`config.mk`:
```
export PLATFORM = sky130hd
export DESIGN_NAME = fifo_prog_sync_flat
export DESIGN_NICKNAME = d
export VERILOG_FILES = /design/src/rtl/fifo_prog_sync_pkg.sv /design/src/rtl/fifo_prog_sync_if.sv /design/src/rtl/fifo_wrap_ptr.sv /design/src/rtl/fifo_prog_sync.sv /design/src/flat_wrapper.sv
export SDC_FILE = /design/constraint.sdc
export NUM_CORES = 1
export LEC_CHECK = 0
export ABC_AREA = 1
export BUFFER_PORTS_ARGS = -buffer_cell sky130_fd_sc_hd__buf_2
export CAP_MARGIN = 20
export CORE_UTILIZATION = 59
export CTS_CLUSTER_SIZE = 16
export DETAILED_ROUTE_END_ITERATION = 10
export PLACE_DENSITY = 0.83
export SLEW_MARGIN = 10
export SYNTH_ARGS = -nofsm -noshare
export SYNTH_HDL_FRONTEND = slang
export SYNTH_SLANG_ARGS = --single-unit
```
`constraint.sdc`:
```
create_clock -name clk -period 3 [get_ports clk]
set_clock_uncertainty 0.2 [all_clocks]
set_input_delay 0.3 -clock clk [delete_from_list [all_inputs] [get_ports clk]]
set_output_delay 0.3 -clock clk [all_outputs]
set_load 0.1 [all_outputs]
```
`src/rtl/fifo_prog_sync_pkg.sv`:
```
// Shared definitions for the programmable-threshold synchronous FIFO.
// Default geometry, derived pointer width, word/count types and the count-update opcode.
package fifo_prog_sync_pkg;

  localparam int FIFO_WIDTH = 16;
  localparam int FIFO_DEPTH = 8;

  // Pointer width for a given depth; depth is always >= 2, so $clog2 is never zero.
  function automatic int addr_w_f(input int depth);
    return (depth <= 2) ? 1 : $clog2(depth);
  endfunction

  localparam int ADDR_W = addr_w_f(FIFO_DEPTH);

  typedef logic [FIFO_WIDTH-1:0] fifo_word_t;
  typedef logic [ADDR_W:0]       fifo_cnt_t;

  typedef enum logic [1:0] {
    CNT_HOLD = 2'd0,
    CNT_INC  = 2'd1,
    CNT_DEC  = 2'd2
  } cnt_op_e;

endpackage

```
`src/rtl/fifo_prog_sync_if.sv`:
```
// Handshake/status bundle between a producer/consumer (master) and fifo_prog_sync (slave).
interface fifo_prog_sync_if #(
  parameter int FIFO_WIDTH = fifo_prog_sync_pkg::FIFO_WIDTH,
  parameter int FIFO_DEPTH = fifo_prog_sync_pkg::FIFO_DEPTH
);
  localparam int ADDR_W = fifo_prog_sync_pkg::addr_w_f(FIFO_DEPTH);

  logic                  wr_en;
  logic [FIFO_WIDTH-1:0] data_in;
  logic                  rd_en;
  logic                  flush;
  logic [ADDR_W:0]       af_thresh;
  logic [ADDR_W:0]       ae_thresh;
  logic [FIFO_WIDTH-1:0] data_out;
  logic                  rd_valid;
  logic                  wr_ack;
  logic                  overflow;
  logic                  underflow;
  logic                  full;
  logic                  empty;
  logic                  almostfull;
  logic                  almostempty;
  logic [ADDR_W:0]       level;

  modport master (
    output wr_en, data_in, rd_en, flush, af_thresh, ae_thresh,
    input  data_out, rd_valid, wr_ack, overflow, underflow,
           full, empty, almostfull, almostempty, level
  );

  modport slave (
    input  wr_en, data_in, rd_en, flush, af_thresh, ae_thresh,
    output data_out, rd_valid, wr_ack, overflow, underflow,
           full, empty, almostfull, almostempty, level
  );

endinterface

```
`src/rtl/fifo_wrap_ptr.sv`:
```
// Circular FIFO pointer: increments on enable, wraps at FIFO_DEPTH-1 by explicit compare,
// synchronous clear, asynchronous active-low reset.
module fifo_wrap_ptr #(
  parameter int FIFO_DEPTH = fifo_prog_sync_pkg::FIFO_DEPTH,
  parameter int ADDR_W     = fifo_prog_sync_pkg::addr_w_f(FIFO_DEPTH)
) (
  input  logic              clk,
  input  logic              rst_n,
  input  logic              inc,
  input  logic              clr,
  output logic [ADDR_W-1:0] ptr
);

  localparam logic [ADDR_W-1:0] LAST = ADDR_W'(FIFO_DEPTH - 1);

  // Non-power-of-two depths rely on this compare; natural overflow would visit unused slots.
  always_ff @(posedge clk or negedge rst_n) begin
    if (!rst_n) begin
      ptr <= '0;
    end else if (clr) begin
      ptr <= '0;
    end else if (inc) begin
      ptr <= (ptr == LAST) ? '0 : ptr + 1'b1;
    end
  end

endmodule

```
`src/rtl/fifo_prog_sync.sv`:
```
// Single-clock FIFO with programmable almost-full/empty thresholds, any depth >= 2, and flush.
// Define FIFO_FWFT_EN for first-word-fall-through reads; default is a 1-cycle registered read.
module fifo_prog_sync
  import fifo_prog_sync_pkg::*;
#(
  parameter int FIFO_WIDTH = fifo_prog_sync_pkg::FIFO_WIDTH,
  parameter int FIFO_DEPTH = fifo_prog_sync_pkg::FIFO_DEPTH
) (
  input  logic            clk,
  input  logic            rst_n,
  fifo_prog_sync_if.slave bus
);

  localparam int ADDR_W = addr_w_f(FIFO_DEPTH);
  localparam logic [ADDR_W:0] DEPTH_CNT = (ADDR_W+1)'(FIFO_DEPTH);

  logic [FIFO_WIDTH-1:0] mem [FIFO_DEPTH];
  logic [ADDR_W-1:0]     wr_ptr;
  logic [ADDR_W-1:0]     rd_ptr;
  logic [ADDR_W:0]       count;
  logic                  full;
  logic                  empty;
  logic                  rd_acc;
  logic                  wr_acc;
  logic                  wr_step;
  logic                  rd_step;
  cnt_op_e               cnt_op;

  assign full  = (count == DEPTH_CNT);
  assign empty = (count == '0);

  // A read frees a slot in the same cycle, so a full FIFO still takes a simultaneous write.
  assign rd_acc  = bus.rd_en && !empty;
  assign wr_acc  = bus.wr_en && (!full || rd_acc);
  assign wr_step = wr_acc && !bus.flush;
  assign rd_step = rd_acc && !bus.flush;

  fifo_wrap_ptr #(.FIFO_DEPTH(FIFO_DEPTH), .ADDR_W(ADDR_W)) u_wr_ptr (
    .clk   (clk),
    .rst_n (rst_n),
    .inc   (wr_step),
    .clr   (bus.flush),
    .ptr   (wr_ptr)
  );

  fifo_wrap_ptr #(.FIFO_DEPTH(FIFO_DEPTH), .ADDR_W(ADDR_W)) u_rd_ptr (
    .clk   (clk),
    .rst_n (rst_n),
    .inc   (rd_step),
    .clr   (bus.flush),
    .ptr   (rd_ptr)
  );

  always_ff @(posedge clk) begin
    if (wr_step) begin
      mem[wr_ptr] <= bus.data_in;
    end
  end

  always_comb begin
    cnt_op = CNT_HOLD;
    if (wr_acc && !rd_acc) begin
      cnt_op = CNT_INC;
    end else if (rd_acc && !wr_acc) begin
      cnt_op = CNT_DEC;
    end
  end

  always_ff @(posedge clk or negedge rst_n) begin
    if (!rst_n) begin
      count <= '0;
    end else if (bus.flush) begin
      count <= '0;
    end else begin
      case (cnt_op)
        CNT_INC: count <= count + 1'b1;
        CNT_DEC: count <= count - 1'b1;
        default: count <= count;
      endcase
    end
  end

  // ---- stage p1: request-cycle status, visible one cycle later ----
  logic wr_ack_p1;
  logic overflow_p1;
  logic underflow_p1;

  always_ff @(posedge clk or negedge rst_n) begin
    if (!rst_n) begin
      wr_ack_p1    <= 1'b0;
      overflow_p1  <= 1'b0;
      underflow_p1 <= 1'b0;
    end else if (bus.flush) begin
      wr_ack_p1    <= 1'b0;
      overflow_p1  <= 1'b0;
      underflow_p1 <= 1'b0;
    end else begin
      wr_ack_p1    <= wr_acc;
      overflow_p1  <= bus.wr_en && !wr_acc;
      underflow_p1 <= bus.rd_en && !rd_acc;
    end
  end

  assign bus.wr_ack    = wr_ack_p1;
  assign bus.overflow  = overflow_p1;
  assign bus.underflow = underflow_p1;

`ifdef FIFO_FWFT_EN
  // Head word is always on display; rd_en simply pops it.
  assign bus.data_out = mem[rd_ptr];
  assign bus.rd_valid = !empty;
`else
  // ---- stage p1: registered read data ----
  logic [FIFO_WIDTH-1:0] data_p1;
  logic                  vld_p1;

  always_ff @(posedge clk or negedge rst_n) begin
    if (!rst_n) begin
      data_p1 <= '0;
      vld_p1  <= 1'b0;
    end else if (bus.flush) begin
      vld_p1  <= 1'b0;
    end else if (rd_acc) begin
      data_p1 <= mem[rd_ptr];
      vld_p1  <= 1'b1;
    end else begin
      vld_p1  <= 1'b0;
    end
  end

  assign bus.data_out = data_p1;
  assign bus.rd_valid = vld_p1;
`endif

  // Thresholds are used live, so software can retune them without a flush.
  assign bus.full        = full;
  assign bus.empty       = empty;
  assign bus.almostfull  = (count >= bus.af_thresh);
  assign bus.almostempty = (count <= bus.ae_thresh);
  assign bus.level       = count;

endmodule
```
`src/flat_wrapper.sv`:
```
// flat-port wrapper written by rule: the top's interface ports become plain ports
module fifo_prog_sync_flat import fifo_prog_sync_pkg::*;
#(
  parameter int FIFO_WIDTH = fifo_prog_sync_pkg::FIFO_WIDTH,
  parameter int FIFO_DEPTH = fifo_prog_sync_pkg::FIFO_DEPTH
)
  (clk, rst_n, bus_wr_en, bus_data_in, bus_rd_en, bus_flush, bus_af_thresh, bus_ae_thresh, bus_data_out, bus_rd_valid, bus_wr_ack, bus_overflow, bus_underflow, bus_full, bus_empty, bus_almostfull, bus_almostempty, bus_level);
  fifo_prog_sync_if #(.FIFO_WIDTH(FIFO_WIDTH), .FIFO_DEPTH(FIFO_DEPTH)) bus_i ();
  input  logic clk;
  input  logic rst_n;
  input wire logic [$bits(bus_i.wr_en)-1:0] bus_wr_en;
  input wire logic [$bits(bus_i.data_in)-1:0] bus_data_in;
  input wire logic [$bits(bus_i.rd_en)-1:0] bus_rd_en;
  input wire logic [$bits(bus_i.flush)-1:0] bus_flush;
  input wire logic [$bits(bus_i.af_thresh)-1:0] bus_af_thresh;
  input wire logic [$bits(bus_i.ae_thresh)-1:0] bus_ae_thresh;
  output wire logic [$bits(bus_i.data_out)-1:0] bus_data_out;
  output wire logic [$bits(bus_i.rd_valid)-1:0] bus_rd_valid;
  output wire logic [$bits(bus_i.wr_ack)-1:0] bus_wr_ack;
  output wire logic [$bits(bus_i.overflow)-1:0] bus_overflow;
  output wire logic [$bits(bus_i.underflow)-1:0] bus_underflow;
  output wire logic [$bits(bus_i.full)-1:0] bus_full;
  output wire logic [$bits(bus_i.empty)-1:0] bus_empty;
  output wire logic [$bits(bus_i.almostfull)-1:0] bus_almostfull;
  output wire logic [$bits(bus_i.almostempty)-1:0] bus_almostempty;
  output wire logic [$bits(bus_i.level)-1:0] bus_level;
  assign bus_i.wr_en = bus_wr_en;
  assign bus_i.data_in = bus_data_in;
  assign bus_i.rd_en = bus_rd_en;
  assign bus_i.flush = bus_flush;
  assign bus_i.af_thresh = bus_af_thresh;
  assign bus_i.ae_thresh = bus_ae_thresh;
  assign bus_data_out = bus_i.data_out;
  assign bus_rd_valid = bus_i.rd_valid;
  assign bus_wr_ack = bus_i.wr_ack;
  assign bus_overflow = bus_i.overflow;
  assign bus_underflow = bus_i.underflow;
  assign bus_full = bus_i.full;
  assign bus_empty = bus_i.empty;
  assign bus_almostfull = bus_i.almostfull;
  assign bus_almostempty = bus_i.almostempty;
  assign bus_level = bus_i.level;
  fifo_prog_sync #(.FIFO_WIDTH(FIFO_WIDTH), .FIFO_DEPTH(FIFO_DEPTH)) u_core (.clk(clk), .rst_n(rst_n), .bus(bus_i));
endmodule
```
Word-level counts from Yosys, hierarchy flattened
Memory sizes are Yosys's and may differ from the RTL's. A register that Yosys moved wholly into a read port is not among the register bits.
Index checks and enable logic that the tools add are counted.
Word-level totals
  input bits: 29
  memories kept: 1
  flip-flop bits (word level): 14
  memory bits (writable): 128
  word-level logic and storage cells: 57
  output and inout port bits: 28
Cells by class
  order comparisons: 2
  eq/ne operators: 5
  muxes and demuxes: 17
  add/sub/neg operators: 4
  reductions and logical operators: 20
  bitwise operators: 1
Memories
  u_core.mem: depth 8, bits a word 16, read ports 1, clocked after Yosys merged registers in 1, write ports 1, line fifo_prog_sync.sv:17  | logic [FIFO_WIDTH-1:0] mem [FIFO_DEPTH];
Operators by type and width (count)
  3-bit two-way mux: 6
  1-bit logical AND: 8
  4-bit one-hot mux with 2 select lines: 1
  1-bit two-way mux: 7
  3-bit by 1-bit adder with 3-bit output (second input constant): 2
  3-bit == test (second input constant): 2
  1-bit zero test: 6
  4-bit by 1-bit adder with 4-bit output (second input constant): 1
  4-bit == test (second input constant): 1
  4-bit greater-or-equal comparator: 1
  4-bit <= comparator: 1
  4-bit zero test: 1
  2-bit two-way mux: 2
  4-bit two-way mux: 1
  2-bit nonzero test: 2
  4-bit by 1-bit subtractor with 4-bit output (second input constant): 1
  3-bit nonzero test: 1
  2-bit by 1-bit == test with 1-bit output (second input constant): 1
  2-bit == test (second input constant): 1
  2-bit AND reduction: 1
  1-bit logical OR: 1
  1-bit NOT: 1

Logic depth before layout (Yosys ltp)
Gate-level depths: netlist of run 1.
  depth after elaboration: 12
  mapped depth: 13
  gate-level depth less buffers: 13

Hierarchy
Synthesis of run 1 repeated with hierarchy kept, for this count alone.
Unflattened totals
  cell total of the unflattened synthesis: 549
  area total of the unflattened synthesis: 6606.3 um2
Modules (own cells, without submodules)
  fifo_prog_sync: area each 6303.5 um2, sequential area each 4444.3 um2, cells an instance 515, times used 1
  fifo_wrap_ptr: area each 151.4 um2, sequential area each 75.1 um2, cells an instance 17, times used 2

Worst setup path before layout of run 1
OpenSTA, ideal clock, no wires.
  path type: reg2out
  from: register u_core.count[0] (netlist: u_core.bus.level[0])
  to: output port bus_almostempty
  required time: 2.500 ns
  path buffers: 0
  setup slack: -1.191 ns
  cell stages (with the launch flop): 5
  arrival: 3.691 ns
  path through: dfrtp_1 -> inv_1 -> ha_1 -> nand2_1 -> o21ai_0
Between the ends
  cells in the longest elaborated chain, start to end: 1
RTL lines
  start, declared: line fifo_prog_sync.sv:20  | logic [ADDR_W:0] count;
  start signal, assigned: line fifo_prog_sync.sv:76  | CNT_INC: count <= count + 1'b1;
  start signal, assigned: line fifo_prog_sync.sv:77  | CNT_DEC: count <= count - 1'b1;
  start signal, assigned: line fifo_prog_sync.sv:78  | default: count <= count;
  4-bit <= comparator: line fifo_prog_sync.sv:139  | assign bus.almostempty = (count <= bus.ae_thresh);
  end, declared: line flat_wrapper.sv:25  | output wire logic [$bits(bus_i.almostempty)-1:0] bus_almostempty;
No other way between the ends.

Final worst setup path of run 1
  from: register u_core.count[1] (netlist: u_core.bus.level[1])
  to: output port bus_almostempty
The elaborated chain is that of the path after synthesis.

==> results of run 1 <==
[sequential cells by signal, indices dropped and copies added (netlist names)]
register,flops
u_core.bus.overflow,1
u_core.bus.wr_ack,1
u_core.bus.level,4
u_core.bus.data_out,16
u_core.u_rd_ptr.ptr,3
u_core.u_wr_ptr.ptr,3
u_core.mem,128
u_core.bus.rd_valid,1
u_core.bus.underflow,1
[stage by stage]
step	power (uW)	instances	utilization	hold slack, ns	cell area [um^2]
after floorplan	4940	559	-	-0.196	6610
after global placement	5320	752	0.648	0.169	7060
after detailed placement	5420	752	0.648	0.189	7060
after CTS	7610	806	0.725	0.157	7890
after global routing	7930	806	0.725	0.239	7890
final	7620	806	0.725	0.141	7890
[cell type report]
cell class | count | area [um^2] | area share
timing repair buffer | 101 | 673 | 0.0853
multi-input combinational | 348 | 1730 | 0.220
clock inverter | 8 | 98.8 | 0.0125
clock buffer | 24 | 513 | 0.0650
sequential | 158 | 4600 | 0.582
tap | 140 | 175 | 0.0222
inverter | 27 | 104 | 0.0132
[worst max-delay path, delay by kind of cell, from the launching register on]
family	cells	cell delay (ns)
AO/OA/AOI/OAI	3	0.35
buffers and inverters	1	0.43
adder cells (fa/ha/maj)	1	0.36
flip-flops	1	0.49
[synth_stat cells]
cell | count | area, um^2
nand2_2 | 1 | 6.26
nand3_2 | 1 | 10.0
nand4_1 | 3 | 18.8
nor2_4 | 1 | 11.3
inv_1 | 22 | 82.6
o211ai_1 | 17 | 128
edfxtp_1 | 128 | 3840
nor2_1 | 122 | 458
fa_1 | 1 | 20.0
nand2_1 | 57 | 214
xnor2_1 | 1 | 8.76
buf_2 | 8 | 40.0
buf_4 | 8 | 60.1
ha_1 | 14 | 175
o21ai_0 | 46 | 230
o21ai_1 | 27 | 135
nand2_4 | 2 | 22.5
nor3_1 | 2 | 10.0
inv_4 | 1 | 6.26
nor2_8 | 1 | 20.0
buf_6 | 5 | 56.3
nand3_1 | 47 | 235
nor2_2 | 1 | 6.26
clkbuf_1 | 5 | 18.8
inv_2 | 3 | 11.3
a21oi_1 | 4 | 20.0
dfrtp_1 | 30 | 751
clkinv_1 | 1 | 3.75
[power groups by stage]
stage          Sequential, uW  Clock (uW)  Combinational, uW
2_1_floorplan            3660           0               1280
3_3_place_gp             2760           0               2560
3_5_place_dp             2770           0               2640
4_1_cts                  2730        2180               2700
5_1_grt                  2760        2270               2900
6_report                 2740        2170               2720
[final timing paths]
path / cells after the start / start / slack, ns / end
setup / recovery: 5 / u_core.bus.level[1]$_DFFE_PN0P_ / 0.33 / bus_almostempty
hold / removal: 2 / rst_n / 0.14 / u_core.bus.overflow$_DFF_PN0_
setup reg to reg: 7 / u_core.bus.level[2]$_DFFE_PN0P_ / 0.70 / u_core.mem[3][13]$_DFFE_PP_
hold reg to reg: 2 / u_core.bus.data_out[15]$_DFFE_PN0P_ / 0.28 / u_core.bus.data_out[15]$_DFFE_PN0P_
max in group asynchronous: 2 / rst_n / 1.98 / u_core.u_rd_ptr.ptr[0]$_DFFE_PN0P_
min in group clk: 2 / u_core.bus.data_out[15]$_DFFE_PN0P_ / 0.28 / u_core.bus.data_out[15]$_DFFE_PN0P_
[metal layers]
layer,global-route usage,share of wire,routed length [um]
met3,0.0563,0.090,1410
met1,0.364,0.38,5910
met5,0,0,0
met4,0.164,0.030,462
met2,0.480,0.50,7850
[cell families after synthesis]
| kind of cell | synth area share |
|---|---|
| AND/OR/NAND/NOR | 0.153 |
| flip-flops | 0.696 |
| adder cells (fa/ha/maj) | 0.0296 |
| buffers and inverters | 0.0423 |
| XOR/XNOR | 0.00133 |
| AO/OA/AOI/OAI | 0.0777 |
[repair_timing]
item / in CTS / in global routing
hold buffers: 22 / 0
endpoints found under the setup margin: 0 / 0
endpoints found under the hold margin: 169 / 0
==> results.toml, run 1 <==
[clock_tree]
clkLatencyLatePin_ns = 0.53
cts_max_level = 4
cts_root_buf = "clkbuf_8"
clock_path_buffers = 2
cts_inserted_buffers = 17
cts_tree = "yes"
post_cts_resized = 0
numClockSinks = 158
clk_pin_slew_ns = 0.07
postCtsSetupBuffers = 0

[critical_path]
arrival_ns = 2.17
end_kind = "output port"
cp_max_fo = 7
required_ns = 2.50
crit_type = "flip-flop to output port"
cpPeakStageDelay_ns = 0.49
crit_path_start_kind = "flip-flop"
path_cells = "ha_1, a21oi_1, o21ai_0, o21ai_2, buf_2"
slowest_stage = "dfrtp_1"

[grt]
grt_pass1_wl_mm = 24.3
grt_usage = 0.292
grt_start_max_net_pins = 37
first_global_vias = 4811
antenna_found_initial = 0
overflow = 0

[synthesis]
syn_area_um2 = 6600
synthCells = 559
syn_nets = 603
ys_ff_latch = 158
yosysWarnings = 0
synth.avg_cell_area_um2 = 11.8
synth-seq-area-share = 0.696
synth_cell_types = 28

[detailed_routing]
num_vias = 4818
vias_per_cell = 5.98
wirelength_mm = 15.6
drt_iter0_markers = 519
firstDrtPassIters = 5
drt-wirelength-per-cell_um = 19.4
antenna_left = 0
drc = 0

[power_and_ir_drop]
intPower_uw = 4450
swShare = 0.416
power_density_nw_per_um2 = 966
ir_drop_uv = 768
p_switching_uw = 3170
pwr-share-comb = 0.357
seqPwrFrac = 0.359
clock_power_share = 0.284
p_leak_uw = 0.00320

[layout]
finalNetCount = 697
area_delta_synth_final_pct = 19.5
layout-drive-gt1-share = 0.182
final_cell_mix = "edfxtp_1 (128), nor2_1 (122), nand2_1 (57), buf_2 (56), nand3_1 (47)"
final_common_cell = "edfxtp_1"
fill_cells = 683
antenna_cells = 0

[flow_run]
maxCapViolations = 0

[placement]
portBuffers = 56
finalWeightedCongestion = 0.912
post-place-ws_ns = 0.763
dp_hpwl_mm = 9.18

[timing]
finalSetupViolations = 0
rsz0062_at_grt = "false"
slew_viol_final = 0
hold_violations = 0
fmax_mhz = 375
slew_headroom = 0.543
worst_slew_pin_slew_ns = 0.685
tns_ns = 0
post-route-period-util = 0.889
period_needed_ns = 2.67
worst_slack_ns = 0.332

[floorplan]
die_w_um = 108
io_pins = 57
die-area_um2 = 11600
chipHeight_um = 108
coreArea_um2 = 10900
fp-row-count = 38
start_util = 0.606

[worst_hold_path]
worstHoldPathType = "primary input to async pin"

[status]
outcome = "completed"
No activity file was read; power rests on OpenSTA's default activity.
==> inputs of run 2 (changes only) <==
--- a/config.mk
+++ b/config.mk
@@ -12,6 +12,7 @@
 export CTS_CLUSTER_SIZE = 16
 export DETAILED_ROUTE_END_ITERATION = 10
 export PLACE_DENSITY = 0.83
+export RECOVER_POWER = 50
 export SLEW_MARGIN = 10
 export SYNTH_ARGS = -nofsm -noshare
 export SYNTH_HDL_FRONTEND = slang
==> results.toml, run 2 (synthesis results as in run 1) <==
[clock_tree]
cts_root_buf = "clkbuf_8"
cts_inserted_buffers = 17
clkLatencyLatePin_ns = 0.53
cts_tree = "yes"
numClockSinks = 158
clk_pin_slew_ns = 0.06
cts_max_level = 4
clock_path_buffers = 2
post_cts_resized = 0

[power_and_ir_drop]
finalPower_uw = 7580
pwr-share-comb = 0.353
swShare = 0.415
power_density_nw_per_um2 = 968
seqPwrFrac = 0.360
p_leak_uw = 0.00311
p_switching_uw = 3150
intPower_uw = 4430
clock_power_share = 0.286
ir_drop_uv = 727

[layout]
antenna_cells = 0
area_delta_synth_final_pct = 18.6
instances_no_fill = 806
layout-drive-gt1-share = 0.141
final_cell_mix = "edfxtp_1 (128), nor2_1 (123), nand2_1 (59), nand3_1 (47), o21ai_0 (47)"
final_common_cell = "edfxtp_1"
largest_reg_flops = 128
finalNetCount = 697
regMostFlops = "u_core.mem"

[critical_path]
required_ns = 3.26
rrSetupSlack_ns = 0.32
cp_max_fo = 21
arrival_ns = 2.95
crit_path_start_kind = "flip-flop"
crit_type = "flip-flop to flip-flop"
end_kind = "flip-flop"

[placement]
place_inst = 752
dp_hpwl_mm = 9.18
finalWeightedCongestion = 0.912
portBuffers = 56

[timing]
post-route-period-util = 0.894
period_needed_ns = 2.68
slew_viol_final = 31
hold_violations = 0
fmax_mhz = 373
tns_ns = 0
worst_slew_pin_slew_ns = 1.65
slew_headroom = -0.100
rsz0062_at_grt = "false"
finalSetupViolations = 0

[floorplan]
chipHeight_um = 108
coreArea_um2 = 10900
fp-row-count = 38
start_util = 0.606
die_w_um = 108
die-area_um2 = 11600
io_pins = 57

[grt]
grt_pass1_wl_mm = 24.3
first_global_vias = 4811
overflow = 0
grt_start_max_net_pins = 37
antenna_found_initial = 0
grt_usage = 0.292

[detailed_routing]
firstDrtPassIters = 5
drc = 0
drt_iter0_markers = 501
antenna_left = 0
wirelength_mm = 15.6
drt-wirelength-per-cell_um = 19.4
vias_per_cell = 5.96
num_vias = 4802

[flow_run]
maxCapViolations = 1

[worst_hold_path]
worstHoldPathType = "flip-flop to flip-flop"

[status]
failed_checks = "capacitance limit, slew limit"
outcome = "complete, but fails checks"
==> run 2: cell type report <==
cell class / instances / area, um^2
Timing Repair Buffer: 101 / 644
Multi-Input combinational cell: 348 / 1700
Inverter: 27 / 104
Fill cell: 705 / 3060
Tap cell: 140 / 175
Sequential cell: 158 / 4600
Clock inverter: 8 / 98.8
Clock buffer: 24 / 513
==> run 2: metal layers <==
metal | wire length, um | global-route usage | share of wire | vias to the layer above
met5 | 0 | 0 | 0 | -
met4 | 477 | 0.164 | 0.030 | 0
met3 | 1480 | 0.0563 | 0.095 | 54
met2 | 7850 | 0.480 | 0.50 | 310
met1 | 5830 | 0.364 | 0.37 | 2288
li1 | - | - | - | 2150
==> run 2: final timing paths <==
kind,startpoint,endpoint,cells after the start
max,u_core.bus.level[1]$_DFFE_PN0P_,u_core.bus.level[0]$_DFFE_PN0P_,8
min,u_core.bus.data_out[15]$_DFFE_PN0P_,u_core.bus.data_out[15]$_DFFE_PN0P_,2
max reg2reg,u_core.bus.level[1]$_DFFE_PN0P_,u_core.bus.level[0]$_DFFE_PN0P_,8
min reg2reg,u_core.bus.data_out[15]$_DFFE_PN0P_,u_core.bus.data_out[15]$_DFFE_PN0P_,2
max in group asynchronous,rst_n,u_core.u_rd_ptr.ptr[0]$_DFFE_PN0P_,2
min in group asynchronous,rst_n,u_core.bus.overflow$_DFF_PN0_,2
==> run 2: what timing repair did <==
| action | 4_1_cts | 5_1_grt |
|---|---|---|
| buffers inserted | 0 | 0 |
| setup endpoints to repair | 0 | 0 |
| hold buffers | 22 | 0 |
| endpoints found under the hold margin | 169 | 0 |
==> run 2: power groups by stage <==
stage | sequential [uW] | combinational [uW] | clock [uW]
after floorplan | 3660 | 1280 | 0
after global placement | 2760 | 2560 | 0
after detailed placement | 2770 | 2640 | 0
after CTS | 2730 | 2700 | 2180
after global routing | 2750 | 2860 | 2270
final | 2730 | 2680 | 2170
==> run 2: metrics by stage <==
stage / area [um^2] / hold WS (ns) / util / worst slack (ns)
2_1_floorplan: 6610 / -0.196 / - / 0.0816
3_3_place_gp: 7060 / 0.169 / 0.648 / 0.815
3_5_place_dp: 7060 / 0.189 / 0.648 / 0.763
4_1_cts: 7890 / 0.157 / 0.725 / 0.337
5_1_grt: 7830 / 0.310 / 0.719 / 0.187
6_report: 7830 / 0.281 / 0.719 / 0.319
==> run 2: critical path: stages, from the launching register on <==
cell and delay (ns):
dfrtp_1 0.49, nor2_1 0.16, nand2_4 0.10, nand2_1 0.10, nor2_2 0.90, inv_4 0.26
nand2_1 0.22, nand3_1 0.10, nand2_1 0.08
